$ cat config.mk
export PLATFORM = sky130hd
export DESIGN_NAME = rs_select_station
export DESIGN_NICKNAME = d
export VERILOG_FILES = /design/src/rtl/rs_select_station.sv
export SDC_FILE = /design/constraint.sdc
export NUM_CORES = 2
export LEC_CHECK = 0
export ABC_AREA = 1
export CORE_UTILIZATION = 36
export CTS_BUF_LIST = sky130_fd_sc_hd__clkbuf_4 sky130_fd_sc_hd__clkbuf_8
export DETAILED_ROUTE_END_ITERATION = 7
export GPL_TIMING_DRIVEN = 0
export PLACE_DENSITY = 0.57
export SYNTH_ARGS = -nofsm -noshare
export SYNTH_HDL_FRONTEND = slang
export SYNTH_SLANG_ARGS = --single-unit
$ cat constraint.sdc
create_clock -name clk -period 19 [get_ports clk]
set_clock_uncertainty 0.05 [all_clocks]
set_input_delay 3.8 -clock clk [delete_from_list [all_inputs] [get_ports clk]]
set_output_delay 3.8 -clock clk [all_outputs]
set_load 0.1 [all_outputs]
$ cat src/rtl/rs_select_station.sv
// Reservation station: wakes sources from writeback tags and issues the oldest ready uop per FU port.
// A uop with both sources ready issues one cycle after dispatch. RS_DISP_BYPASS_EN lets same-cycle writebacks wake a dispatching uop.
module rs_select_station #(
    parameter int RS_ENTRIES = 8,
    parameter int NUM_FUS    = 4,
    parameter int NUM_WB     = 2,
    parameter int TAG_W      = 6,
    parameter int PAYLOAD_W  = 32,
    localparam int FU_W      = (NUM_FUS > 1) ? $clog2(NUM_FUS) : 1,
    localparam int OCC_W     = $clog2(RS_ENTRIES + 1)
) (
    input  logic                           clk,
    input  logic                           rst,
    input  logic                           disp_valid,
    output logic                           disp_ready,
    input  logic [FU_W-1:0]                disp_fu,
    input  logic [TAG_W-1:0]               disp_src1_tag,
    input  logic                           disp_src1_rdy,
    input  logic [TAG_W-1:0]               disp_src2_tag,
    input  logic                           disp_src2_rdy,
    input  logic [PAYLOAD_W-1:0]           disp_payload,
    input  logic [NUM_WB-1:0]              wb_valid,
    input  logic [NUM_WB*TAG_W-1:0]        wb_tag,
    output logic [NUM_FUS-1:0]             iss_valid,
    input  logic [NUM_FUS-1:0]             iss_ready,
    output logic [NUM_FUS*PAYLOAD_W-1:0]   iss_payload,
    input  logic                           flush,
    output logic [OCC_W-1:0]               occupancy
);

    logic [RS_ENTRIES-1:0] r_vld;
    logic [RS_ENTRIES-1:0] r_s1_rdy;
    logic [RS_ENTRIES-1:0] r_s2_rdy;
    logic [FU_W-1:0]       r_fu      [RS_ENTRIES];
    logic [TAG_W-1:0]      r_s1_tag  [RS_ENTRIES];
    logic [TAG_W-1:0]      r_s2_tag  [RS_ENTRIES];
    logic [PAYLOAD_W-1:0]  r_payload [RS_ENTRIES];
    // r_older[i][j] set means entry j was dispatched before entry i
    logic [RS_ENTRIES-1:0] r_older   [RS_ENTRIES];
    logic [OCC_W-1:0]      r_occ;

    logic [RS_ENTRIES-1:0] w_elig;
    logic [RS_ENTRIES-1:0] w_cand    [NUM_FUS];
    logic [RS_ENTRIES-1:0] w_sel     [NUM_FUS];
    logic [RS_ENTRIES-1:0] w_iss_clr;
    logic [RS_ENTRIES-1:0] w_alloc_oh;
    logic [RS_ENTRIES-1:0] w_wake1;
    logic [RS_ENTRIES-1:0] w_wake2;
    logic [NUM_FUS-1:0]    w_iss_vld;
    logic [OCC_W-1:0]      w_num_iss;
    logic                  w_accept;
    logic                  w_byp1;
    logic                  w_byp2;

    assign disp_ready = (r_occ < OCC_W'(RS_ENTRIES));
    assign w_accept   = disp_valid && disp_ready && !flush;
    assign occupancy  = r_occ;
    assign w_elig     = r_vld & r_s1_rdy & r_s2_rdy;
    assign w_alloc_oh = ~r_vld & (r_vld + RS_ENTRIES'(1));
    assign iss_valid  = w_iss_vld;

    always_comb begin
        for (int f = 0; f < NUM_FUS; f++) begin
            for (int i = 0; i < RS_ENTRIES; i++) begin
                w_cand[f][i] = w_elig[i] && (r_fu[i] == FU_W'(f));
            end
        end
    end

    // An entry wins when no other candidate for the same FU is older than it
    always_comb begin
        for (int f = 0; f < NUM_FUS; f++) begin
            for (int i = 0; i < RS_ENTRIES; i++) begin
                w_sel[f][i] = w_cand[f][i] && ((w_cand[f] & r_older[i]) == '0);
            end
        end
    end

    always_comb begin
        w_iss_vld   = '0;
        iss_payload = '0;
        w_iss_clr   = '0;
        w_num_iss   = '0;
        for (int f = 0; f < NUM_FUS; f++) begin
            w_iss_vld[f] = |w_sel[f];
            for (int i = 0; i < RS_ENTRIES; i++) begin
                if (w_sel[f][i]) begin
                    iss_payload[f*PAYLOAD_W +: PAYLOAD_W] = r_payload[i];
                end
            end
            if (w_iss_vld[f] && iss_ready[f]) begin
                w_iss_clr = w_iss_clr | w_sel[f];
                w_num_iss = w_num_iss + OCC_W'(1);
            end
        end
    end

    always_comb begin
        w_wake1 = '0;
        w_wake2 = '0;
        for (int i = 0; i < RS_ENTRIES; i++) begin
            for (int k = 0; k < NUM_WB; k++) begin
                if (wb_valid[k] && (wb_tag[k*TAG_W +: TAG_W] == r_s1_tag[i])) begin
                    w_wake1[i] = 1'b1;
                end
                if (wb_valid[k] && (wb_tag[k*TAG_W +: TAG_W] == r_s2_tag[i])) begin
                    w_wake2[i] = 1'b1;
                end
            end
        end
    end

`ifdef RS_DISP_BYPASS_EN
    always_comb begin
        w_byp1 = 1'b0;
        w_byp2 = 1'b0;
        for (int k = 0; k < NUM_WB; k++) begin
            if (wb_valid[k] && (wb_tag[k*TAG_W +: TAG_W] == disp_src1_tag)) begin
                w_byp1 = 1'b1;
            end
            if (wb_valid[k] && (wb_tag[k*TAG_W +: TAG_W] == disp_src2_tag)) begin
                w_byp2 = 1'b1;
            end
        end
    end
`else
    assign w_byp1 = 1'b0;
    assign w_byp2 = 1'b0;
`endif

    always_ff @(posedge clk or posedge rst) begin
        if (rst) begin
            r_vld    <= '0;
            r_s1_rdy <= '0;
            r_s2_rdy <= '0;
            r_occ    <= '0;
            for (int i = 0; i < RS_ENTRIES; i++) begin
                r_older[i]   <= '0;
                r_fu[i]      <= '0;
                r_s1_tag[i]  <= '0;
                r_s2_tag[i]  <= '0;
                r_payload[i] <= '0;
            end
        end else if (flush) begin
            r_vld <= '0;
            r_occ <= '0;
        end else begin
            r_vld <= (r_vld & ~w_iss_clr) | (w_accept ? w_alloc_oh : '0);
            r_occ <= r_occ + OCC_W'(w_accept) - w_num_iss;
            for (int i = 0; i < RS_ENTRIES; i++) begin
                if (w_accept && w_alloc_oh[i]) begin
                    r_fu[i]      <= disp_fu;
                    r_s1_tag[i]  <= disp_src1_tag;
                    r_s2_tag[i]  <= disp_src2_tag;
                    r_s1_rdy[i]  <= disp_src1_rdy | w_byp1;
                    r_s2_rdy[i]  <= disp_src2_rdy | w_byp2;
                    r_payload[i] <= disp_payload;
                    r_older[i]   <= r_vld;
                end else begin
                    if (w_wake1[i]) r_s1_rdy[i] <= 1'b1;
                    if (w_wake2[i]) r_s2_rdy[i] <= 1'b1;
                    // A newly allocated entry is younger than everyone, so clear its column
                    if (w_accept) r_older[i] <= r_older[i] & ~w_alloc_oh;
                end
            end
        end
    end

endmodule

# After elaboration in Yosys (flattened, before gate mapping)
# Cells that the tools add are included.
word_totals:
  rom_bits: 0
  regBits: 460
  ram_bits: 0
  out_inout_bits: 137
  latchBits: 0
  inputBits: 70
  n_memories: 0
classes:
  add_sub_neg: 6
  n_bitwise: 52
  n_eq_ne: 56
  reduce_logical: 211
  mux: 123
  n_shift: 0
  n_lt_le_gt_ge: 1
  n_div: 0
  n_mul: 0
op_table:
  columns: ["op", "n"]
  rows:
  - ["32-bit two-way mux", 32]
  - ["8-bit bitwise AND", 44]
  - ["8-bit zero test", 32]
  - ["6-bit equality test", 32]
  - ["8-bit two-way mux", 22]
  - ["1-bit logical AND", 110]
  - ["1-bit two-way mux", 65]
  - ["2-bit AND reduction", 32]
  - ["2-bit nonzero test", 24]
  - ["2-bit equality test (second input constant)", 16]
  - ["8-bit bitwise OR", 4]
  - ["8-bit OR reduction", 4]
  - ["8-bit NOT", 3]
  - ["2-bit by 1-bit equality test with 1-bit output (second input constant)", 8]
  - ["2-bit zero test", 8]
  - ["4-bit two-way mux", 4]
  - ["4-bit by 1-bit adder with 4-bit output (second input constant)", 3]
  - ["8-bit by 1-bit adder with 8-bit output (second input constant)", 1]
  - ["4-bit by 1-bit adder with 4-bit output", 1]
  - ["4-bit < comparator (second input constant)", 1]
  - ["4-bit subtractor", 1]
  - ["1-bit zero test", 1]
  - ["1-bit NOT", 1]

# Depth between registers and ports, before layout
logic_depth:
  depth_word: 19
  ltp_mapped: 28

# Worst setup path before layout
# OpenSTA, ideal clock, no wires.
synth_timing:
  kind: "flip-flop to output port"
  from: "reg r_fu[11] (netlist name)"
  to: "out iss_payload[3]"
  slack_ps: 12053
  arrival_ps: 3097
  path_stages_with_launch: 15
  path_buffers: 1
  path_cell_list: "dfrtp_1 -> nor2_1 -> nand2_2 -> nor2_1 -> nand2_1 -> nor2_4 -> nand2_4 -> nand2_4 -> buf_4 -> nand2_1 -> nand3_1 -> nand2_1 -> nand2_1 -> nand2_1 -> a21oi_1"
synth_between:
  elab_chain_len: 13
  word_cells_on_any_way: 34
synth_rtl:
  columns: ["element", "line", "text"]
  rows:
  - ["start, declared", "34", "logic [FU_W-1:0] r_fu [RS_ENTRIES];"]
  - ["start signal, assigned by index", "152", "r_fu[i] <= disp_fu;"]
  - ["2-bit zero test (*)", "65", "w_cand[f][i] = w_elig[i] && (r_fu[i] == FU_W'(f));"]
  - ["1-bit logical AND (*)", "65", null]
  - ["8-bit bitwise AND", "74", "w_sel[f][i] = w_cand[f][i] && ((w_cand[f] & r_older[i]) == '0);"]
  - ["8-bit zero test", "74", null]
  - ["1-bit logical AND", "74", null]
  - ["32-bit two-way mux (7 in series)", "87", "if (w_sel[f][i]) begin"]
  - ["32-bit two-way mux (*)", "87", null]
  - ["end, declared", "26", "output logic [NUM_FUS*PAYLOAD_W-1:0] iss_payload,"]
# Mark *: on every way between the ends. The rest lies on a longest branch, timed or not.

# Worst setup path in the final report
layout_timing:
  from: "reg r_vld[1]"
  to: "out iss_payload[61]"
layout_between:
  elab_chain_len: 14
  word_cells_on_any_way: 35
layout_rtl:
  columns: ["element", "line", "text"]
  rows:
  - ["start, declared", "31", "logic [RS_ENTRIES-1:0] r_vld;"]
  - ["start signal, assigned", "148", "r_vld <= (r_vld & ~w_iss_clr) | (w_accept ? w_alloc_oh : '0);"]
  - ["8-bit bitwise AND (*) (2 in series)", "58", "assign w_elig = r_vld & r_s1_rdy & r_s2_rdy;"]
  - ["1-bit logical AND (*)", "65", null]
  - ["8-bit bitwise AND", "74", null]
  - ["8-bit zero test", "74", null]
  - ["1-bit logical AND", "74", null]
  - ["32-bit two-way mux (7 in series)", "87", null]
  - ["32-bit two-way mux (*)", "87", null]
# Marked as above.

==> results.json <==
{
  "outcome": "complete, but fails checks",
  "violations": "max-capacitance violations, max-slew violations",
  "synth-seq-cells": 460,
  "synth_top_area_share_pct": 34.2,
  "num-nets-final": 5827,
  "power_density_mw_per_mm2": 78.6,
  "r2r_setup_slack_ns": 13.64,
  "drc": 0,
  "crit-reg2reg-launch": "r_vld[5]$_DFF_PP0_",
  "r2r-end": "occupancy[3]$_DFF_PP0_",
  "yosysTopAreaCell": "dfrtp_1",
  "synth_edf_count": 0,
  "fin_util_pct": 42.7,
  "rsz0062_at_grt": "no",
  "synthFlopType": "dfrtp_1",
  "slew_viol_final": 22,
  "yosysSeqAreaShare_pct": 34.2,
  "layout_common_cells": "1681 x nand2_1, 930 x o21ai_0, 868 x inv_1",
  "synth_nets": 5532,
  "initial_core_util_pct": 36.6,
  "synth.cell_area_mm2": 0.0337,
  "worstPathArrival_ns": 6.02,
  "cts_tree": "built",
  "clk_pin_slew_ns": 0.07,
  "routed-via-count": 39372,
  "relSlewSlack_pct": -8.37,
  "die_h_um": 308,
  "holdPathEnd": "r_s2_tag[28]$_DFFE_PP0P_",
  "drt_wl_total_um": 179000,
  "num_rows": 111,
  "syn-instance-count": 5452,
  "cts_resized": 0,
  "grt_overflow": 0,
  "fillers": 9933,
  "vias_per_cell": 5.57,
  "cts_sinks": 460,
  "dp_cells": 6897,
  "post-route-period-util_pct": 52.0,
  "multi_input_area_mm2": 0.0174,
  "p_leak_nw": 18.3,
  "clock_latency_ns": 0.78,
  "drv_cap": 2,
  "gp_congestion": 1.01,
  "hp-start": "r_s2_tag[28]$_DFFE_PP0P_",
  "portBuffers": 198,
  "async_reset_ff_share_pct": 100,
  "grt_max_degree": 114,
  "clock_path_buffers": 3,
  "grt.total_usage_pct": 37.2,
  "fmax_mhz": 101,
  "design.core.area_mm2": 0.0921,
  "die_w_um": 308,
  "instances_no_fill": 7070,
  "cts_buffers": 91,
  "worst_hold_path_type": "register to register",
  "required_ns": 15.15,
  "hold_viol": 0,
  "final_common_cell": "nand2_1",
  "cts_setup_buffers": 0,
  "hold_path_depth": 2,
  "synth_cell_types": 48,
  "critPathLaunchType": "register",
  "first_pass_iters": 6,
  "syn_to_final_growth_pct": 16.7,
  "antenna_found_initial": 14,
  "antenna_left": 0,
  "cts_hold_buf": 0,
  "first_iter_violations": 5588,
  "end_kind": "primary output",
  "grt_pass1_wl_um": 256000,
  "area.sequential_mm2": 0.0115,
  "h-tree-depth": 3,
  "syn_area_per_cell_um2": 6.17,
  "setup_viol": 0,
  "wl_per_cell_um": 25.3,
  "synth_area_leaders": "dfrtp_1 34%, nand2_1 19%, o21ai_0 14%, inv_1 9.7%, nand3_1 3.7%",
  "ff2ff_path_depth": 21,
  "cp_max_fo": 10,
  "pin_count": 207,
  "ir_worst_vdd_v": 0.0000601,
  "drive_gt1_share_pct": 6.13,
  "hpwl_um": 130000,
  "synth_warnings": 0,
  "worst_slew_pin_slew_ns": 1.63,
  "cts_root_buf": "clkbuf_8",
  "grt_pass1_vias": 36065,
  "path_class": "register to primary output",
  "fin_crit_ns": 9.87,
  "die_area_mm2": 0.0947
}
[final cells by class]
| type | instances | share of cell area [%] |
|---|---|---|
| Antenna cell | 17 | 0.108 |
| Buffer | 315 | 3.55 |
| Clock buffer | 140 | 4.47 |
| Clock inverter | 16 | 0.449 |
| Inverter | 881 | 8.44 |
| Multi-Input combinational cell | 3796 | 44.4 |
| Sequential cell | 460 | 29.3 |
| Tap cell | 1243 | 3.96 |
| Timing Repair Buffer | 202 | 5.32 |
[logic make-up (layout without fill, tap and decap cells)]
logic type,after synthesis,count (layout),share of synthesized area (%)
AND/OR/NAND/NOR,2382,2382,28.7
AO/OA/AOI/OAI,1372,1372,21.9
buffers and inverters,1196,1554,14.0
flip-flops,460,460,34.2
XOR/XNOR,32,32,0.833
adder cells (fa/ha/maj),10,10,0.394
other,0,17,0
[power by group]
group	internal [W]	leakage (nW)	total, W	switching (W)
registers	0.00112	6.12	0.00127	0.000148
clock network	0.000627	1.03	0.00113	0.000505
logic	0.000188	11.1	0.000693	0.000505
[synthesized netlist by cell type (16+ instances only)]
cell type  count
a211oi_1      16
a21oi_1      151
a21oi_2       18
a31oi_1       32
buf_1         18
buf_2         57
buf_4         20
clkbuf_1     208
dfrtp_1      460
inv_1        869
nand2_1     1681
nand3_1      251
nand4_1       17
nor2_1       325
nor2_2        31
nor3_1        21
o211ai_1      34
o21ai_0      930
o21ai_1       69
o22ai_1       70
xor2_1        20
[flip-flops by register name, summed over array words and instances (netlist names)]
register   cells
r_s2_rdy       8
r_s2_tag      48
r_older       64
r_s1_rdy       8
r_payload    256
r_fu          16
r_s1_tag      48
r_vld          8
occupancy      4
[worst max path at each step]
stage / startpoint / to / slack (ns) / cells past startpoint
floorplan: rst / occupancy[0]$_DFF_PP0_ / 2.32 / 1
global placement: rst / r_payload[23]$_DFFE_PP0P_ / -5.01 / 2
detailed placement: r_vld[1]$_DFF_PP0_ / iss_payload[61] / 10.22 / 14
CTS: r_vld[1]$_DFF_PP0_ / iss_payload[61] / 9.39 / 14
global route: r_vld[2]$_DFF_PP0_ / iss_payload[57] / 9.15 / 14
finish: r_vld[1]$_DFF_PP0_ / iss_payload[61] / 9.13 / 14
[worst max-delay path, cell delays in order, from the launching register on]
cell and delay [ns]:
dfrtp_1 0.53, nand3_1 0.31, nor2_4 0.34, nand2_1 0.08, nand2_1 0.08, nor2_1 0.06, nand2_1 0.72, clkbuf_1 1.25
o21ai_0 0.23, inv_1 0.12, nand2_1 0.05, nand2_1 0.14, nand2_1 0.08, nand2_1 0.08, clkdlybuf4s50_1 1.13
[through the flow]
stage / setup TNS (ns) / power, W / cell area [um^2] / hold WS, ns / setup slack, ns
6_report: 0 / 0.00309 / 39300 / 0.438 / 9.13
4_1_cts: 0 / 0.00307 / 39200 / 0.446 / 9.39
3_5_place_dp: 0 / 0.00195 / 37300 / 0.431 / 10.22
5_1_grt: 0 / 0.00321 / 39300 / 0.481 / 9.15
3_3_place_gp: -2258.11 / 0.00194 / 37200 / 0.424 / -5.01
2_1_floorplan: 0 / 0.00170 / 33700 / 0.403 / 2.32
[per-layer routing]
metal | share of wire, % | vias up | GRT usage, % | wire (um)
li1 | - | 17882 | - | -
met1 | 41 | 18446 | 49.9 | 72800
met2 | 42 | 2578 | 54.6 | 75000
met3 | 12 | 458 | 10.0 | 21500
met4 | 5.2 | 8 | 18.6 | 9390
met5 | 0.16 | - | 2.02 | 292
No activity file was read; power rests on OpenSTA's default activity.
